--- src/rtl/target_round_ctrl.sv ---
// target_round_ctrl
//   Game-round controller fed by the difficulty tick generator. Each tick lights
//   one pseudo-random target LED. The player's button rises are scored as hits or
//   misses, and the difficulty level is driven back to the tick generator.
//
// Ports
//   clk         clock
//   rst         asynchronous, active-high reset
//   start       one-cycle start pulse, honoured in IDLE or OVER only
//   tick        tick strobe; each high cycle is one tick
//   btn         debounced, clk-synchronous button levels
//   target      one-hot lit LED, zero when nothing is lit
//   difficulty  level 0..4 for the tick generator
//   score       hit count, saturating at 255
//   misses      miss count
//   hit_pulse   one-cycle pulse per scored hit
//   miss_pulse  one-cycle pulse per miss
//   game_over   high while in OVER
//
// State  | meaning
// -------+-----------------------------------------------------
// IDLE   | after reset, waiting for start
// ARMED  | round running, no target lit, waiting for a tick
// SHOW   | target lit, waiting for a press or the next tick
// OVER   | miss limit reached; results held until start

module target_round_ctrl #(
    parameter int          NUM_TARGETS   = 4,
    parameter logic [15:0] LFSR_SEED     = 16'hACE1,
    parameter int          LEVEL_UP_HITS = 4,
    parameter int          MAX_MISSES    = 3
) (
    input  logic                   clk,
    input  logic                   rst,
    input  logic                   start,
    input  logic                   tick,
    input  logic [NUM_TARGETS-1:0] btn,
    output logic [NUM_TARGETS-1:0] target,
    output logic [2:0]             difficulty,
    output logic [7:0]             score,
    output logic [7:0]             misses,
    output logic                   hit_pulse,
    output logic                   miss_pulse,
    output logic                   game_over
);

    localparam int IW = $clog2(NUM_TARGETS);

    typedef enum logic [1:0] {
        S_IDLE  = 2'd0,
        S_ARMED = 2'd1,
        S_SHOW  = 2'd2,
        S_OVER  = 2'd3
    } state_t;

    state_t                 state, state_nx;
    logic [15:0]            lfsr, lfsr_nx;
    logic [NUM_TARGETS-1:0] btn_q, rise;
    logic                   correct, wrong;
    logic [7:0]             streak, streak_nx;
    logic [IW-1:0]          last_idx, last_idx_nx, cand_idx, pick_idx;
    logic [NUM_TARGETS-1:0] lit_onehot;
    logic [NUM_TARGETS-1:0] target_nx;
    logic [2:0]             difficulty_nx;
    logic [7:0]             score_nx, misses_nx;
    logic                   hit_nx, miss_nx, game_over_nx;
    logic                   last_miss;

    // Galois right-shift form of x^16+x^14+x^13+x^11; a zero state is
    // unrecoverable, so it reloads the seed instead.
    assign lfsr_nx = (lfsr == 16'h0000) ? LFSR_SEED
                   : ({1'b0, lfsr[15:1]} ^ (lfsr[0] ? 16'hB400 : 16'h0000));

    // Bumping a repeated candidate by one guarantees a different LED each lighting;
    // the IW-bit add wraps because NUM_TARGETS is a power of two.
    assign cand_idx = lfsr[IW-1:0];
    assign pick_idx = (cand_idx == last_idx) ? (last_idx + IW'(1)) : cand_idx;

    always_comb begin
        lit_onehot           = '0;
        lit_onehot[pick_idx] = 1'b1;
    end

    assign rise      = btn & ~btn_q;
    assign correct   = |(rise & target);
    assign wrong     = ~correct & |(rise & ~target);
    assign last_miss = ((misses + 8'd1) == 8'(MAX_MISSES));

    always_comb begin
        state_nx      = state;
        target_nx     = target;
        difficulty_nx = difficulty;
        score_nx      = score;
        misses_nx     = misses;
        streak_nx     = streak;
        last_idx_nx   = last_idx;
        hit_nx        = 1'b0;
        miss_nx       = 1'b0;

        case (state)
            S_IDLE, S_OVER: begin
                if (start) begin
                    score_nx      = 8'd0;
                    misses_nx     = 8'd0;
                    difficulty_nx = 3'd0;
                    streak_nx     = 8'd0;
                    state_nx      = S_ARMED;
                end
            end
            S_ARMED: begin
                if (tick) begin
                    target_nx   = lit_onehot;
                    last_idx_nx = pick_idx;
                    state_nx    = S_SHOW;
                end
            end
            S_SHOW: begin
                if (correct) begin
                    // A tick in the same cycle is absorbed by the hit.
                    score_nx  = (score == 8'hFF) ? score : score + 8'd1;
                    hit_nx    = 1'b1;
                    target_nx = '0;
                    streak_nx = streak + 8'd1;
                    if ((streak + 8'd1) == 8'(LEVEL_UP_HITS)) begin
                        streak_nx = 8'd0;
                        if (difficulty < 3'd4) begin
                            difficulty_nx = difficulty + 3'd1;
                        end
                    end
                    state_nx = S_ARMED;
                end else if (wrong || tick) begin
                    misses_nx = misses + 8'd1;
                    miss_nx   = 1'b1;
                    streak_nx = 8'd0;
                    if (last_miss) begin
                        // last_idx keeps the previously lit LED so the no-repeat
                        // rule still holds across a restart.
                        target_nx = '0;
                        state_nx  = S_OVER;
                    end else if (wrong) begin
                        target_nx = '0;
                        state_nx  = S_ARMED;
                    end else begin
                        target_nx   = lit_onehot;
                        last_idx_nx = pick_idx;
                    end
                end
            end
            default: state_nx = S_IDLE;
        endcase

        game_over_nx = (state_nx == S_OVER);
    end

    always_ff @(posedge clk or posedge rst) begin
        if (rst) begin
            state <= S_IDLE;
        end else begin
            state <= state_nx;
        end
    end

    always_ff @(posedge clk or posedge rst) begin
        if (rst) begin
            lfsr       <= LFSR_SEED;
            btn_q      <= '0;
            streak     <= 8'd0;
            last_idx   <= '0;
            target     <= '0;
            difficulty <= 3'd0;
            score      <= 8'd0;
            misses     <= 8'd0;
            hit_pulse  <= 1'b0;
            miss_pulse <= 1'b0;
            game_over  <= 1'b0;
        end else begin
            lfsr       <= lfsr_nx;
            btn_q      <= btn;
            streak     <= streak_nx;
            last_idx   <= last_idx_nx;
            target     <= target_nx;
            difficulty <= difficulty_nx;
            score      <= score_nx;
            misses     <= misses_nx;
            hit_pulse  <= hit_nx;
            miss_pulse <= miss_nx;
            game_over  <= game_over_nx;
        end
    end

endmodule

--- config.mk ---
export PLATFORM = sky130hd
export DESIGN_NAME = target_round_ctrl
export DESIGN_NICKNAME = d
export VERILOG_FILES = /design/src/rtl/target_round_ctrl.sv
export SDC_FILE = /design/constraint.sdc
export NUM_CORES = 1
export LEC_CHECK = 0
export CAP_MARGIN = 5
export CORE_ASPECT_RATIO = 0.75
export CORE_MARGIN = 5
export CORE_UTILIZATION = 35
export CTS_CLUSTER_DIAMETER = 150
export DETAILED_ROUTE_END_ITERATION = 7
export SLEW_MARGIN = 25
export SYNTH_ARGS = -nofsm -noshare
export SYNTH_HDL_FRONTEND = slang
export SYNTH_SLANG_ARGS = --single-unit
export TNS_END_PERCENT = 30
--- constraint.sdc ---
create_clock -name clk -period 1.85 [get_ports clk]
set_input_delay 0.37 -clock clk [delete_from_list [all_inputs] [get_ports clk]]
set_output_delay 0.37 -clock clk [all_outputs]
set_load 0.1 [all_outputs]
### Word level (Yosys, flattened, before mapping)

Cells that the tools add are included.

| storage, ports and cells | value |
|---|---|
| bits of input ports | 8 |
| register bits after elaboration | 58 |
| output and inout bits | 26 |
| word-level logic and storage cells | 107 |

| cells by class | value |
|---|---|
| $lt $le $gt $ge | 3 |
| multiplexer cells | 45 |
| reduce and logical (&&, ||, !) cells | 15 |
| add/subtract/negate cells | 5 |
| bitwise logic cells | 8 |
| eq/ne operators | 19 |

Operator list:

| cell | number |
|---|---|
| 8-bit 2-to-1 mux | 8 |
| 8-bit one-hot mux with 2 select lines | 3 |
| 16-bit 2-to-1 mux | 2 |
| 8-bit by 1-bit adder with 8-bit output (second input constant) | 3 |
| 2-bit 2-to-1 mux | 12 |
| 4-bit 2-to-1 mux | 5 |
| 2-bit inequality test (second input constant) | 10 |
| 16-bit logical NOT | 1 |
| 15-bit by 16-bit XOR with 16-bit output | 1 |
| 4-bit AND | 3 |
| 3-bit 2-to-1 mux | 4 |
| 8-bit by 2-bit equality test with 1-bit output (second input constant) | 1 |
| 8-bit by 3-bit equality test with 1-bit output (second input constant) | 1 |
| 8-bit equality test (second input constant) | 1 |
| 4-bit inverter | 2 |
| 4-bit one-hot mux with 2 select lines | 1 |
| 4-bit AND reduction | 2 |
| 4-bit OR reduction | 2 |
| 2-bit equality test (second input constant) | 3 |
| 1-bit 2-to-1 mux | 6 |
| 2-bit one-hot mux with 3 select lines | 1 |
| 3-bit one-hot mux with 2 select lines | 1 |
| 3-bit AND reduction | 2 |
| 6-bit AND reduction | 1 |
| 18 further kinds | 19 |

### Longest topological paths before layout

Gate-level depths: netlist (run 1).

| logic depth | value |
|---|---|
| word-level depth | 12 |
| gate-level depth with buffers | 9 |
| gate-level depth less buffers | 8 |

### Worst setup path before layout (run 1)

Ideal clock, no wire load.

| path | value |
|---|---|
| path kind | reg-to-reg |
| from | register misses[0] |
| to | register last_idx[0] |
| arrival time | 2,593 ps |
| stages on the path, launching flop included | 8 |
| period minus slack after synthesis | 2,720 ps |
| data required time | 1,723 ps |
| setup time | 127 ps |
| buffers on the path | 0 |
| path slack | -870 ps |
| cells stage by stage | dfrtp_1 > ha_1 > and3_1 > nand4_1 > a2bb2oi_2 > o311ai_1 > a21o_1 > mux2_1 |

| on the way | value |
|---|---|
| word-level cells in the longest chain between the ends | 4 |

RTL lines:

| element | RTL line | text |
|---|---|---|
| start, declared | 41 | `output logic [7:0] misses,` |
| start signal, assigned | 184 | `misses <= misses_nx;` |
| 8-bit by 1-bit adder with 8-bit output | 87 | `assign last_miss = ((misses + 8'd1) == 8'(MAX_MISSES));` |
| 8-bit by 2-bit equality test with 1-bit output | 87 |  |
| 2-bit inequality test (no line) | n/a |  |
| 6-bit AND reduction (no line) | n/a |  |
| end signal, assigned | 180 | `last_idx <= last_idx_nx;` |
| end, declared | 61 | `logic [IW-1:0] last_idx, last_idx_nx, cand_idx, pick_idx;` |

Every way passes these cells.
A chain may end at the register's enable or synchronous reset.

### Final worst setup path (run 1)

Ends and elaborated chain as after synthesis.

==> impl_metrics.tcl, run 1 <==
set metrics [dict create \
    outcome "finished with violations" \
    violations "setup timing" \
    setup_tns_ps -697 \
    nFillCells 704 \
    hpwl_mm 4.93 \
    drv_slew 0 \
    irDropWorstVdd_mv 0.569 \
    timing.rr.start "misses[0]$_DFFE_PP0P_" \
    p_int_w 0.00290 \
    layout.cells.non_filler 478 \
    clock-sinks 58 \
    synth_async_sr_flop_share 1.00 \
    row_count 28 \
    clkPwrFrac 0.250 \
    totalPowerFinal_w 0.00468 \
    reg2reg_slack_ps -160 \
    layout.area.seq_sq_um 1470 \
    grt.total_usage 0.146 \
    cp_data_arrival_time_ps 2230 \
    grt_start_max_net_pins 59 \
    grt_overflow 0 \
    critical_path.max_stage_delay_ps 440 \
    worstPathRequired_ps 2070 \
    numCtsBuffers 9 \
    ctsHoldBuffers 0 \
    worstHoldStart "lfsr[2]$_DFF_PP0_" \
    dp.cells 460 \
    routabilityCongestion 0.814 \
    drive_gt1_frac 0.362 \
    endpoint_kind "register" \
    criticalPathCategory "register to register" \
    maxCapViolCount 0 \
    placed_cell_area_sq_um 3970 \
    dieArea_sq_um 10300 \
    worst_pin_slew_ps 346 \
    die_h_um 89.1 \
    cp.depth 7 \
    max_slew_margin 0.767 \
    syn-cell-area_sq_um 2920 \
    reg2reg_depth 7 \
    port_buffers 33 \
    cp_top_family "compound AO/OA/AOI/OAI gates" \
    path_buf_inv 0 \
    rsz0062_at_grt "yes" \
    antenna_found_initial 0 \
    period_share 1.08 \
    power.switching_w 0.00178 \
    power_density_nw_per_um2 1090 \
    area_growth_pct 46.8 \
    grt_pass1_wl_mm 11.9 \
    comb_power_share 0.429 \
    slowest_stage "dfrtp_2" \
    fin_ws_ps -156 \
    multi_input_area_sq_um 1460 \
    max_freq_mhz 499 \
    synth_nets 305 \
    ioPinCount 34 \
    finish.utilization 0.534 \
    viasPerCell 5.21 \
    finClkSkew_ps 8.25 \
    swShare 0.381 \
    synth_warnings 0 \
    diodes 0 \
    drtAntennaViolNets 0 \
    vias 2488 \
    min_to "lfsr[1]$_DFF_PP0_" \
    nets 384 \
    clk_pin_slew_ps 60 \
    firstDrtPassIters 6 \
    die_x_um 115 \
    r2r_end "last_idx[0]$_DFFE_PP0P_" \
    power.leakage_nw 1.82 \
    ys_seq_area_frac 0.501 \
    power_frac_seq 0.321 \
    finalCriticalPeriod_ps 2010 \
    cts_root_buffer "clkbuf_8" \
    hold_viol 0 \
    drt_wl_total_mm 6.92 \
    stdcell_area_sq_um 4280 \
    synth_edf_count 0 \
    start_kind "register" \
    min_path_type "register to register" \
    post_drt_wl_per_cell_um 14.5 \
    synth_ff_type "dfrtp_1" \
    ys_ff_latch 58 \
    cp_max_fo 4 \
    start_util 0.364 \
    core_sq_um 8020 \
    crit_chain "ha_4 -> and3_4 -> nor4b_4 -> a41oi_2 -> o311ai_1 -> a21o_1 -> mux2_4" \
    insertion_delay_ps 340 \
    cts_buffer_depth 2 \
    cts_htree_levels 3 \
    initialDrtViolationCount 94 \
    ys_types 47 \
    first_global_vias 2454 \
    syn_avg_cell_area_sq_um 10.1 \
    setup_violations 9 \
    cts_tree "yes" \
    netlist_instances 289 \
    remaining_drc_errors 0 \
    hold_depth 0 \
]
## cell families (layout without fill, tap and decap cells)
logic type | after synthesis | after routing | share of synthesized area
xor+xnor | 16 | 16 | 0.0480
mux | 4 | 4 | 0.0146
flops | 58 | 58 | 0.501
fa+ha+maj | 8 | 8 | 0.0343
compound gates | 67 | 67 | 0.156
buf+inv | 26 | 110 | 0.0373
simple gates | 110 | 110 | 0.209
## stage by stage
stage	worst slack, ps	hold slack (ps)
detailed placement	-439	364
global placement	-381	360
floorplan	-411	401
global route	-242	394
CTS	-140	378
finish	-156	375
## metal layers
layer	track usage	wire, um	up-vias
li1	-	-	1196
met3	0.0440	343	14
met5	0	0	-
met1	0.191	3280	1224
met2	0.232	3230	54
met4	0.0512	72	0
## final cells by class
| type | count | area share |
|---|---|---|
| well taps | 105 | 0.0307 |
| repair buffers | 82 | 0.229 |
| multi-input cells | 205 | 0.341 |
| clock inverters | 2 | 0.00818 |
| inverters | 12 | 0.0105 |
| clock buffers | 14 | 0.0380 |
| flip-flops and latches | 58 | 0.343 |
## power by group through the flow
stage                     clock network [W]  registers (W)  logic [W]
after floorplan                           0        0.00192   0.000679
after global placement                    0        0.00152    0.00180
after detailed placement                  0        0.00152    0.00184
after CTS                           0.00121        0.00150    0.00192
after global routing                0.00127        0.00152    0.00215
final                               0.00117        0.00151    0.00201
## synth_stat cells, types with 5 or more instances
library cell,count,share of area
o31ai_1,10,0.026
dfstp_2,8,0.072
nand2_1,28,0.036
xnor2_1,7,0.021
and3_1,5,0.011
a31oi_1,7,0.015
clkbuf_1,10,0.013
dfrtp_1,50,0.43
nand3_1,12,0.021
o21ai_0,21,0.036
a21oi_1,5,0.0086
nand4_1,9,0.019
ha_1,8,0.034
xor2_1,9,0.027
nor2_1,19,0.024
nor2b_1,5,0.011
inv_1,12,0.015
nand2b_1,11,0.024
## registers in the layout (all words and copies together) (netlist names)
name,flops
lfsr,16
misses,8
score,8
streak,8
btn_q,4
target,4
difficulty,3
last_idx,2
state,2
game_over,1
hit_pulse,1
miss_pulse,1
## how the worst max path moves through the flow
| stage | slack, ps | from | end |
|---|---|---|---|
| finish | -160 | misses[0]$_DFFE_PP0P_ | last_idx[0]$_DFFE_PP0P_ |
| global route | -240 | misses[0]$_DFFE_PP0P_ | last_idx[0]$_DFFE_PP0P_ |
| CTS | -140 | misses[0]$_DFFE_PP0P_ | last_idx[0]$_DFFE_PP0P_ |
| detailed placement | -440 | btn[0] | misses[2]$_DFFE_PP0P_ |
| global placement | -380 | btn[0] | misses[2]$_DFFE_PP0P_ |
| floorplan | -410 | misses[1]$_DFFE_PP0P_ | last_idx[0]$_DFFE_PP0P_ |
## cells in the final DEF (no fill, tap or decap), types with 3 or more instances in the layout
cell type and count:
nand3_1 11, o21ai_2 3, buf_4 46, clkdlybuf4s50_1 7
clkbuf_8 11, nand4_1 9, and3_1 4, inv_1 10
a31oi_1 6, dfrtp_1 44, dfrtp_2 6, o31ai_1 10
a21oi_1 3, nor2b_1 3, nand3b_1 4, nor2_1 17
a32o_1 4, xnor2_1 7, xor2_1 9, and2_1 3
ha_1 5, a21o_1 3, nand2b_1 11, nor4_1 4
o21ai_0 19, buf_12 27, dfstp_2 8, nand2_1 26
clkbuf_1 3
## timing repair
| item | in CTS | in global routing |
|---|---|---|
| setup endpoints to repair | 15 | 32 |
| buffers inserted | 1 | 1 |
| gates resized for setup | 6 | 21 |
| pin swaps | 3 | 5 |
Note: power is estimated with default switching activity, not from simulation.
==> run 2, diff against run 1 <==
--- a/config.mk
+++ b/config.mk
@@ -5,6 +5,7 @@
 export SDC_FILE = /design/constraint.sdc
 export NUM_CORES = 1
 export LEC_CHECK = 0
+export ABC_AREA = 1
 export CAP_MARGIN = 5
 export CORE_ASPECT_RATIO = 0.75
 export CORE_MARGIN = 5
==> run 2 against run 1 <==
  * The run now ends clean
  * Maximum frequency up 11%
  * Clock-buffer cell count fell by 4
  * Register-to-register slack improved by 200 ps
  * Flip-flop and latch count unchanged
  * Cell area down 2.1%
  * Clock skew decreased by 0.98 ps
  * Clock power grew 11%
  * Sequential power grew 4%
  * Synthesized area down 0.21%
  * Synthesized cell count grew 22%
  * Power is 17% higher
  * Worst setup slack better by 200 ps
  * Critical endpoint is now difficulty[0]$_DFFE_PP0P_
==> impl_metrics.tcl, run 2 <==
set metrics [dict create \
    die_x_um 115 \
    placed_cell_area_sq_um 3830 \
    outcome "complete, no violations" \
    critPathMostFrequentCell "nand2_1" \
    cts_htree_levels 3 \
    dieArea_sq_um 10300 \
    numCtsBuffers 9 \
    place_ws_ps -476 \
    synth_warnings 0 \
    drt_wl_total_mm 6.38 \
    min_path_type "register to register" \
    port_buffers 33 \
    maxCapViolCount 0 \
    swShare 0.418 \
    rsz0062_at_grt "yes" \
    die_h_um 89.0 \
    worst_pin_slew_ps 425 \
    synth_async_sr_flop_share 1.00 \
    row_count 28 \
    cts_tree "yes" \
    syn_avg_cell_area_sq_um 8.27 \
    diodes 0 \
    worstPathRequired_ps 2070 \
    p_int_w 0.00319 \
    ys_ff_latch 58 \
    synth_edf_count 0 \
    syn-cell-area_sq_um 2910 \
    initialDrtViolationCount 154 \
    vias 2448 \
    critical_path.max_stage_delay_ps 400 \
    ioPinCount 34 \
    post_drt_wl_per_cell_um 12.2 \
    drv_slew 0 \
    power_frac_seq 0.286 \
    hpwl_mm 4.57 \
    finClkSkew_ps 7.27 \
    criticalPathCategory "register to register" \
    cp_data_arrival_time_ps 2030 \
    core_sq_um 7990 \
    cts_buffer_depth 2 \
    max_slew_margin 0.714 \
    power.switching_w 0.00229 \
    ys_types 31 \
    antenna_found_initial 0 \
    mostFrequentLayoutCell "nand2_1" \
    grt_pass1_wl_mm 10.7 \
    grt.total_usage 0.131 \
    netlist_instances 352 \
    synth_common_cells "nand2_1 (80), dfrtp_1 (50), inv_1 (49), nand3_1 (32), o21ai_0 (26)" \
    nets 428 \
    firstDrtPassIters 4 \
    start_util 0.364 \
    fin_ws_ps 43.2 \
    synth_area_leaders "dfrtp_1 (43%), nand2_1 (10%), dfstp_2 (7.2%), inv_1 (6.3%), nand3_1 (5.5%)" \
    finalCriticalPeriod_ps 1810 \
    hold_viol 0 \
    clk_pin_slew_ps 70 \
    stdcell_area_sq_um 4190 \
    setup_violations 0 \
    area_growth_pct 44.1 \
    synth_nets 368 \
    synth_top_area_frac 0.430 \
    ctsHoldBuffers 0 \
    period_share 0.977 \
    grt_start_max_net_pins 59 \
    ys_seq_area_frac 0.502 \
    layout.cells.non_filler 522 \
    top_register "lfsr" \
    remaining_drc_errors 0 \
    endpoint_kind "register" \
    largest_reg_flops 16 \
    routabilityCongestion 0.799 \
    yosys.area.top_type "dfrtp_1" \
    cp_max_fo 4 \
    comb_power_share 0.476 \
    viasPerCell 4.69 \
    clock-sinks 58 \
    cts_root_buffer "clkbuf_8" \
    final_cell_mix "nand2_1 (74), inv_1 (44), dfrtp_1 (33)" \
    start_kind "register" \
    drtAntennaViolNets 0 \
    slowest_stage "dfrtp_1" \
    power_density_nw_per_um2 1310 \
    power.leakage_nw 1.91 \
    irDropWorstVdd_mv 0.989 \
    crit_chain "ha_2 -> nand2_2 -> inv_2 -> nand4_1 -> xor2_1 -> nor2_1 -> nand3_2 -> o21bai_1 -> nand2_1 -> nand2_1 -> nand2_1" \
    insertion_delay_ps 330 \
    drive_gt1_frac 0.329 \
    totalPowerFinal_w 0.00547 \
    max_freq_mhz 553 \
    clkPwrFrac 0.238 \
    first_global_vias 2320 \
    dp.cells 502 \
    synth_ff_type "dfrtp_1" \
    grt_overflow 0 \
    yosysMostFrequentCell "nand2_1" \
]
run 2: worst max-delay path: cells and delay by family (launching register included):
kind | cells | cell delay, ps
flip-flops | 1 | 400
buffers and inverters | 1 | 80
XOR/XNOR | 1 | 170
adder cells (fa/ha/maj) | 1 | 210
AND/OR/NAND/NOR | 7 | 670
AO/OA/AOI/OAI | 1 | 200
run 2: layout make-up:
class,instances,area [sq um]
fill,721,3790
sequential,58,1480
multi-input combinational,227,1320
timing repair buffer,62,821
inverter,54,208
clock buffer,10,138
tap,105,131
clock inverter,6,88.8
run 2: path summary, 6_finish.rpt:
check / cells past startpoint / to / startpoint / slack, ps
max in group asynchronous: 3 / lfsr[10]$_DFF_PP1_ / rst / 1140
max: 11 / difficulty[0]$_DFFE_PP0P_ / streak[0]$_DFFE_PP0P_ / 40
min: 0 / lfsr[3]$_DFF_PP0_ / lfsr[4]$_DFF_PP0_ / 390
max reg2reg: 11 / difficulty[0]$_DFFE_PP0P_ / streak[0]$_DFFE_PP0P_ / 40
min in group asynchronous: 3 / hit_pulse$_DFF_PP0_ / rst / 410
min reg2reg: 0 / lfsr[3]$_DFF_PP0_ / lfsr[4]$_DFF_PP0_ / 390
run 2: per-layer routing:
| layer | global-route usage | vias to the layer above | share of wire |
|---|---|---|---|
| li1 | - | 1249 | - |
| met1 | 0.182 | 1144 | 0.50 |
| met2 | 0.195 | 53 | 0.45 |
| met3 | 0.0365 | 2 | 0.039 |
| met4 | 0.0501 | 0 | 0.0056 |
| met5 | 0 | - | 0 |
run 2: what timing repair did:
action	in CTS	in global routing
endpoints found under the setup margin	14	34
pin swaps	0	12
gates resized for setup	3	29
setup buffers	0	4
run 2: power by group through the flow:
| stage | clock, W | combinational [W] | sequential (W) |
|---|---|---|---|
| finish | 0.00130 | 0.00260 | 0.00157 |
| global route | 0.00141 | 0.00281 | 0.00158 |
| CTS | 0.00136 | 0.00241 | 0.00157 |
| detailed placement | 0 | 0.00237 | 0.00159 |
| global placement | 0 | 0.00234 | 0.00159 |
| floorplan | 0 | 0.000992 | 0.00208 |
run 2: cells by family (layout without fill, tap and decap cells):
group	after synthesis	after routing	share of synthesized area
AOI/OAI and AO/OA	45	45	0.0860
xor gates and xnor gates	12	12	0.0361
adders and majority gates	8	8	0.0344
buffers and inverters	67	132	0.0899
DFF	58	58	0.502
and+or+nand+nor	162	162	0.252
run 2: metrics by stage:
| step | hold slack, ps | utilization | setup TNS, ps |
|---|---|---|---|
| after floorplan | 401 | - | -1410 |
| after global placement | 361 | 0.479 | -7540 |
| after detailed placement | 371 | 0.479 | -9090 |
| after CTS | 387 | 0.509 | 0 |
| after global routing | 402 | 0.525 | -306 |
| final | 387 | 0.525 | 0 |
==> run 3, diff against run 2 <==
==> constraint.sdc (replaced) <==
create_clock -name clk -period 2.27 [get_ports clk]
set_input_delay 0.454 -clock clk [delete_from_list [all_inputs] [get_ports clk]]
set_output_delay 0.454 -clock clk [all_outputs]
set_load 0.1 [all_outputs]
==> run 3 against run 2 <==
  * Register-to-register slack gained 330 ps
  * Worst setup slack gained 270 ps
  * Cell area shrank 15%
  * Clock-buffer cell count grew 2
  * Power shrank 30%
  * Die area is the same
  * Highest routed layer unchanged
  * Clock power shrank 25%
  * Final cell count shrank 3.6%
  * Flip-flop and latch count is the same
  * Worst hold slack lost 5.6 ps
  * Core utilization shrank 8.0 points
  * Sequential power shrank 21%
==> impl_metrics.tcl, run 3 (synthesis results as in run 2) <==
set metrics [dict create \
    outcome "complete, no violations" \
    drive_gt1_frac 0.191 \
    hpwl_mm 4.44 \
    worst_pin_slew_ps 465 \
    ctsHoldBuffers 0 \
    finClkSkew_ps 9.69 \
    post_drt_wl_per_cell_um 12.3 \
    drv_slew 0 \
    grt_pass1_wl_mm 10.3 \
    power.leakage_nw 1.74 \
    period_share 0.862 \
    max_freq_mhz 511 \
    rsz0062_at_grt "no" \
    nFillCells 778 \
    min_path_type "register to register" \
    first_global_vias 2273 \
    cp_data_arrival_time_ps 2210 \
    worstPathRequired_ps 2520 \
    final_cell_mix "nand2_1 (79), inv_1 (48), dfrtp_1 (48)" \
    grt_start_max_net_pins 46 \
    max_slew_margin 0.690 \
    core_sq_um 7990 \
    maxCapViolCount 0 \
    top_register "lfsr" \
    start_kind "input port" \
    clkPwrFrac 0.254 \
    cts_setup_buffers 0 \
    r2r_end "score[4]$_DFFE_PP0P_" \
    firstDrtPassIters 4 \
    swShare 0.438 \
    area_growth_pct 22.0 \
    comb_power_share 0.422 \
    port_buffers 33 \
    viasPerCell 4.77 \
    criticalPathCategory "input port to register" \
    initialDrtViolationCount 149 \
    hold_viol 0 \
    power.switching_w 0.00168 \
    diodes 0 \
    cts_root_buffer "clkbuf_8" \
    reg2reg_slack_ps 370 \
    power_frac_seq 0.324 \
    cts_buffer_depth 2 \
    mostFrequentLayoutCell "nand2_1" \
    finalCriticalPeriod_ps 1960 \
    antenna_found_initial 0 \
    finish.utilization 0.445 \
    drtAntennaViolNets 0 \
    cp_max_fo 12 \
    die_x_um 115 \
    cts_tree "yes" \
    nets 409 \
    largest_reg_flops 16 \
    ioPinCount 34 \
    dieArea_sq_um 10300 \
    ctsResizeCount 0 \
    routabilityCongestion 0.840 \
    reg2reg_depth 12 \
    cts_htree_levels 3 \
    endpoint_kind "register" \
    grt_overflow 0 \
    grt.total_usage 0.129 \
    multi_input_area_sq_um 1190 \
    p_int_w 0.00215 \
    clk_pin_slew_ps 70 \
    vias 2401 \
    timing.rr.start "state[1]$_DFF_PP0_" \
    crit_path_end "misses[7]$_DFFE_PP0P_" \
    dp.cells 487 \
    start_util 0.364 \
    stdcell_area_sq_um 3550 \
    cp-startpoint "btn[0]" \
    irDropWorstVdd_mv 0.606 \
    clock-sinks 58 \
    drt_wl_total_mm 6.18 \
    remaining_drc_errors 0 \
    layout.area.seq_sq_um 1460 \
    layout.cells.non_filler 503 \
    numCtsBuffers 9 \
    die_h_um 89.0 \
    power_density_nw_per_um2 1080 \
    row_count 28 \
    placed_cell_area_sq_um 3340 \
    setup_violations 0 \
    insertion_delay_ps 340 \
]
[run 3: critical path: stages]
cell             delay, ps
clkdlybuf4s50_1        450
nand3_1                120
nand2_1                 60
nor2_1                 170
nand2_1                120
nand2_2                100
inv_2                   40
o21ai_1                230
nand2_2                150
inv_4                  140
nand3_1                 70
o21ai_0                 90
[run 3: worst min-delay path by stage]
stage / from / endpoint / slack [ps] / cells after the start
2_1_floorplan: lfsr[4]$_DFF_PP0_ / lfsr[3]$_DFF_PP0_ / 430 / 1
3_3_place_gp: lfsr[9]$_DFF_PP0_ / lfsr[8]$_DFF_PP0_ / 360 / 0
3_5_place_dp: lfsr[2]$_DFF_PP0_ / lfsr[1]$_DFF_PP0_ / 360 / 0
4_1_cts: lfsr[9]$_DFF_PP0_ / lfsr[8]$_DFF_PP0_ / 390 / 0
5_1_grt: lfsr[9]$_DFF_PP0_ / lfsr[8]$_DFF_PP0_ / 400 / 0
6_report: lfsr[4]$_DFF_PP0_ / lfsr[3]$_DFF_PP0_ / 380 / 0
[run 3: stage by stage]
stage | setup slack [ps] | power (W) | setup TNS, ps | hold slack [ps]
after floorplan | 76.5 | 0.00248 | 0 | 429
after global placement | -55.0 | 0.00285 | -374 | 358
after detailed placement | -147 | 0.00286 | -1380 | 365
after CTS | 175 | 0.00386 | 0 | 386
after global routing | 50.4 | 0.00410 | 0 | 398
final | 313 | 0.00383 | 0 | 382
[run 3: layout make-up]
type                            instances  share of cell area
Clock buffer                           12              0.0437
Clock inverter                          4              0.0141
Inverter                               54              0.0578
Multi-Input combinational cell        227               0.336
Sequential cell                        58               0.412
Tap cell                              105              0.0370
Timing Repair Buffer                   43              0.0994
[run 3: power groups by stage]
stage,logic [W],registers (W),clock network (W)
5_1_grt,0.00178,0.00126,0.00106
4_1_cts,0.00161,0.00124,0.00101
3_3_place_gp,0.00159,0.00126,0
3_5_place_dp,0.00160,0.00126,0
2_1_floorplan,0.000801,0.00168,0
6_report,0.00162,0.00124,0.000975
[run 3: metal layers]
layer  share of wire  vias to the layer above  wire length (um)  GRT usage
li1                -                     1214                 -          -
met1            0.50                     1134              3070      0.170
met2            0.44                       46              2700      0.198
met3           0.052                        7               319     0.0433
met4           0.015                        0                94     0.0544
met5               0                        -                 0          0
